==> config.mk <==
export PLATFORM = sky130hd
export DESIGN_NAME = cdb_arbiter
export DESIGN_NICKNAME = d
export VERILOG_FILES = /design/src/rtl/cdb_pkg.sv /design/src/rtl/cdb_arbiter_rr_picker.sv /design/src/rtl/cdb_arbiter.sv
export SDC_FILE = /design/constraint.sdc
export NUM_CORES = 1
export LEC_CHECK = 0
export CAP_MARGIN = 0
export CORE_ASPECT_RATIO = 1.2
export CORE_UTILIZATION = 38
export CTS_CLUSTER_SIZE = 8
export DETAILED_ROUTE_END_ITERATION = 12
export PLACE_DENSITY = 0.82
export SYNTH_ARGS = -nofsm -noshare
export SYNTH_HDL_FRONTEND = slang
export SYNTH_SLANG_ARGS = --single-unit
==> constraint.sdc <==
create_clock -name Clock -period 4.1 [get_ports Clock]
set_input_delay 0.82 -clock Clock [delete_from_list [all_inputs] [get_ports Clock]]
set_output_delay 0.82 -clock Clock [all_outputs]
set_load 0.03 [all_outputs]
==> src/rtl/cdb_pkg.sv <==
// cdb_pkg: shared constants and the common-data-bus broadcast bundle.
//   DATA_W, TAG_W : default CDB data / tag widths
//   SRC_W         : width of the winning-unit index (up to 8 units)
//   TAG_NULL      : tag value meaning "no producer"; such requests are ignored
//   cdb_bcast_t   : one broadcast beat (valid, data, tag, src) at default widths
package cdb_pkg;
    localparam int DATA_W   = 16;
    localparam int TAG_W    = 3;
    localparam int SRC_W    = 3;
    localparam int TAG_NULL = 0;

    typedef struct packed {
        logic              valid;
        logic [DATA_W-1:0] data;
        logic [TAG_W-1:0]  tag;
        logic [SRC_W-1:0]  src;
    } cdb_bcast_t;
endpackage

==> src/rtl/cdb_arbiter_rr_picker.sv <==
// rr_picker: combinational rotating-priority picker.
//   req     : eligible request vector
//   ptr     : index of the previous winner; search begins at ptr+1 mod N_REQ
//   grant   : one-hot winner (zero if no request)
//   win_idx : binary index of the winner
//   valid   : a winner exists
module rr_picker
    import cdb_pkg::*;
#(
    parameter int N_REQ = 3
) (
    input  logic [N_REQ-1:0] req,
    input  logic [SRC_W-1:0] ptr,
    output logic [N_REQ-1:0] grant,
    output logic [SRC_W-1:0] win_idx,
    output logic             valid
);

    // Walk the candidates in rotation order; loop bounds are constant so the
    // nested compare unrolls into a plain priority mux.
    always_comb begin
        grant   = '0;
        win_idx = '0;
        valid   = 1'b0;
        for (int k = 1; k <= N_REQ; k++) begin
            for (int i = 0; i < N_REQ; i++) begin
                if (!valid && req[i] && ((int'(ptr) + k) % N_REQ == i)) begin
                    grant[i] = 1'b1;
                    win_idx  = SRC_W'(i);
                    valid    = 1'b1;
                end
            end
        end
    end

endmodule

==> src/rtl/cdb_arbiter.sv <==
// cdb_arbiter: grants the common data bus to one finished functional unit per
// cycle and broadcasts the winner's result/tag one cycle later.
//   Clock, Reset (async, active-high), Clear (sync flush)
//   Req[N_REQ]            : unit i has a finished result
//   Data_in, Tag_in       : per-unit result and producing-station tag (slice i)
//   Grant[N_REQ]          : combinational one-hot grant (or zero)
//   CDB_Valid/Data/Tag/Src: registered broadcast; fields hold while not valid
// Build option: define CDB_ARB_ROUND_ROBIN_EN for round-robin selection;
// otherwise the lowest eligible index always wins.
module cdb_arbiter
    import cdb_pkg::*;
#(
    parameter int N_REQ  = 3,
    parameter int DATA_W = cdb_pkg::DATA_W,
    parameter int TAG_W  = cdb_pkg::TAG_W
) (
    input  logic                    Clock,
    input  logic                    Reset,
    input  logic                    Clear,
    input  logic [N_REQ-1:0]        Req,
    input  logic [N_REQ*DATA_W-1:0] Data_in,
    input  logic [N_REQ*TAG_W-1:0]  Tag_in,
    output logic [N_REQ-1:0]        Grant,
    output logic                    CDB_Valid,
    output logic [DATA_W-1:0]       CDB_Data,
    output logic [TAG_W-1:0]        CDB_Tag,
    output logic [SRC_W-1:0]        CDB_Src
);

    typedef struct packed {
        logic              valid;
        logic [DATA_W-1:0] data;
        logic [TAG_W-1:0]  tag;
        logic [SRC_W-1:0]  src;
    } bcast_t;

    logic [N_REQ-1:0]  eligible;
    logic [N_REQ-1:0]  pick_req;
    logic [N_REQ-1:0]  win_grant;
    logic [SRC_W-1:0]  win_idx;
    logic              win_vld;
    logic [SRC_W-1:0]  last_ptr;
    logic [DATA_W-1:0] win_data;
    logic [TAG_W-1:0]  win_tag;
    bcast_t            bcast;

    // A result carrying the null tag has no consumer and is never granted.
    always_comb begin
        eligible = '0;
        for (int i = 0; i < N_REQ; i++)
            eligible[i] = Req[i] && (Tag_in[i*TAG_W +: TAG_W] != TAG_W'(TAG_NULL));
    end

    // Reset and Clear suppress arbitration in the same cycle.
    assign pick_req = (Reset || Clear) ? '0 : eligible;

    rr_picker #(.N_REQ(N_REQ)) u_picker (
        .req     (pick_req),
        .ptr     (last_ptr),
        .grant   (win_grant),
        .win_idx (win_idx),
        .valid   (win_vld)
    );

    assign Grant = win_grant;

`ifdef CDB_ARB_ROUND_ROBIN_EN
    // Starts at N_REQ-1 so unit 0 is first in line after reset; Clear keeps it.
    always_ff @(posedge Clock or posedge Reset) begin
        if (Reset)
            last_ptr <= SRC_W'(N_REQ - 1);
        else if (win_vld)
            last_ptr <= win_idx;
    end
`else
    // Pinned pointer: the search always starts at index 0 (fixed priority).
    assign last_ptr = SRC_W'(N_REQ - 1);
`endif

    // One-hot AND-OR mux of the winner's payload.
    always_comb begin
        win_data = '0;
        win_tag  = '0;
        for (int i = 0; i < N_REQ; i++) begin
            if (win_grant[i]) begin
                win_data = win_data | Data_in[i*DATA_W +: DATA_W];
                win_tag  = win_tag  | Tag_in[i*TAG_W +: TAG_W];
            end
        end
    end

    // Payload only loads on a grant, so it holds while valid is low.
    always_ff @(posedge Clock or posedge Reset) begin
        if (Reset) begin
            bcast <= '0;
        end else begin
            bcast.valid <= win_vld;
            if (win_vld) begin
                bcast.data <= win_data;
                bcast.tag  <= win_tag;
                bcast.src  <= win_idx;
            end
        end
    end

    assign CDB_Valid = bcast.valid;
    assign CDB_Data  = bcast.data;
    assign CDB_Tag   = bcast.tag;
    assign CDB_Src   = bcast.src;

endmodule

==> out/metrics.yaml, run 1 <==
min_path_cells: 2
synth_top_area_share: 0.431
setup_ws_ns: 0.507
start_util: 0.407
cts_buffers: 3
hp-start: "CDB_Src[0]"
fillers: 253
worstReg2RegStart: "CDB_Src[1]"
drv_slew: 0
r2r_cells: 2
dieArea_um2: 3600
hp-class: "reg2reg"
path_common_cell: "clkdlybuf4s50_1"
yosysMostFrequentCell: "dfrtp_1"
p_switching_uw: 253
die_h_um: 65.5
relSlewSlack: 0.411
cp_slowest_stage_delay_ns: 0.69
worst_slew_pin_slew_ns: 0.881
syn_inst: 129
place_congestion: 0.773
max-vdd-ir-drop_mv: 0.270
cp_data_required_time_ns: 3.28
synthToLayoutAreaGrowth_pct: 71.2
antenna_cells: 0
yosysSeqAreaShare: 0.431
cp-start-kind: "primary input"
cell_internal_pwr_uw: 485
leakagePower_uw: 0.000825
cp_max_fo: 6
async_flop_share: 1.00
drtIter0Drc: 61
dp_hpwl_mm: 3.03
rsz0062_at_grt: "no"
place_area_um2: 2150
crit_family: "buffers and inverters"
vias: 1455
synth-seq-cells: 22
reg2reg_slack_ns: 3.39
cts_tree: "built"
skew_ns: 0
htreeDepth: 1
cp.arrival_ns: 2.77
slowest_stage: "clkdlybuf4s50_1"
setup_tns_ns: 0
root_buffer: "clkbuf_4"
ff_latch_area_um2: 551
hold_viol: 0
die_w_um: 54.9
min_delay_worst_endpoint: "CDB_Src[0]"
synth_top_area_cell: "dfrtp_1"
layout-drive-gt1-share: 0.0664
place_ws_ns: 0.536
cts_num_sinks: 22
crit_buf_inv: 2
yosys-top-cells-area: "dfrtp_1 (43%), a2bb2oi_1 (13%), or3_1 (8.3%)"
grt_pass1_vias: 1573
fmax_ghz: 0.278
pwr-share-comb: 0.453
grt_pass1_wl_mm: 6.88
antenna_found_initial: 0
clockBufferDepth: 2
synth_edf_count: 0
yosysWarnings: 0
path_class: "in2out"
hold_slack_ns: 0.540
seqPwrFrac: 0.382
cap_violations: 0
synthesis.area_um2: 1280
portBuffers: 87
io_pins: 89
first_pass_iters: 4
rr_endpoint: "CDB_Src[1]"
multi_input_area_um2: 634
wire_per_inst_um: 17.1
period_minus_slack_ns: 3.59
path_clk_slew_ns: 0.12
post_cts_resized: 0
holdBufCountCts: 0
wirelength_mm: 4.23
design.final.nets: 275
p_sw_frac: 0.343
syn_nets: 192
core_area_um2: 3140
clock_latency_ns: 0.31
ys_types: 24
status: "completed"
via_per_inst: 5.89
final_area_um2: 2180
grtUsageTotal: 0.261
avgSynthCellArea_um2: 9.89
ys.flop_type: "dfrtp_1"
rows: 22
setup_viol: 0
drcViolationCount: 0
critPathCaptureType: "primary output"
ant_nets: 0
pwr-share-clk: 0.165
powerDensity_nw_per_um2: 338
cts_post_setup_buffers_inserted: 0
grt-ovfl-total: 0
cp_cell_sequence: "clkdlybuf4s50_1, nor3b_1, nand2b_1, nor2_1, clkdlybuf4s50_1"
period_share: 0.876
grt_max_degree: 24
synth.top_cells.by_count: "dfrtp_1 (22), a2bb2oi_1 (19), nand2_1 (17), or3_1 (17), o311ai_1 (11)"
[cell type report]
type,instances,area share
Inverter,4,0.00687
Timing Repair Buffer,92,0.414
Multi-Input combinational cell,89,0.290
Tap cell,36,0.0206
Clock buffer,4,0.0166
Sequential cell,22,0.252
[cells in the final DEF, fill, tap and decap left out, drive strengths merged]
master         instances
a211oi                 1
a2bb2oi               19
a32oi                  3
buf                    7
clkbuf                 4
clkdlybuf4s50         85
conb                   1
dfrtp                 22
inv                    4
nand2                 17
nand2b                 1
nand3                  1
nor2                   3
nor3                   2
nor3b                  2
o211ai                 3
o22ai                  1
o311ai                17
or3                   17
or3b                   1
[tightest hold or removal path, delay by kind of cell, from the launching register on]
family / cells / cell delay (ns)
AOI/OAI and AO/OA: 1 / 0.06
buffers and inverters: 1 / 0.05
DFF: 1 / 0.40
[power groups by stage]
| stage | sequential, µW | combinational (µW) | clock [µW] |
|---|---|---|---|
| floorplan | 367 | 86.0 | 0 |
| detailed placement | 285 | 335 | 0 |
| global placement | 284 | 331 | 0 |
| finish | 282 | 334 | 122 |
| global route | 287 | 355 | 132 |
| CTS | 282 | 336 | 123 |
[metrics by stage]
step                utilization  total power (µW)  cells
floorplan                     -               453    129
global placement          0.685               616    243
detailed placement        0.685               620    243
CTS                       0.696               741    247
global route              0.696               774    247
finish                    0.696               738    247
[layer usage]
layer / GRT usage / up-vias / share of wire
met5: 0 / - / 0
met4: 0.113 / 0 / 0.019
met3: 0.0509 / 8 / 0.084
met2: 0.446 / 69 / 0.51
met1: 0.304 / 711 / 0.39
li1: - / 667 / -
[cells by family after synthesis]
kind of cell,after synthesis,share of synthesized area
AO/OA/AOI/OAI,44,0.296
AND/OR/NAND/NOR,44,0.192
other,1,0.00294
flip-flops,22,0.431
buffers and inverters,18,0.0774
[sequential cells by signal (all words and copies together), names as in the netlist]
register	cells
CDB_Src	2
CDB_Valid	1
CDB_Tag	3
CDB_Data	16
[worst max path at each step]
stage | from | to | slack (ns) | cells after the start
global placement | Reset | Grant[1] | 0.57 | 5
CTS | Clear | Grant[1] | 0.52 | 5
global route | Clear | Grant[1] | 0.40 | 5
detailed placement | Clear | Grant[1] | 0.54 | 5
floorplan | Tag_in[0] | Grant[1] | 1.25 | 5
finish | Reset | Grant[1] | 0.51 | 5
Power figures use the tool's default switching activity.
==> run 2: changes to the inputs <==
Settings changed: CTS_CLUSTER_SIZE 8 to 30.
==> results of run 2 <==
No change in the layout: final DEF, timing and power equal those of run 1.
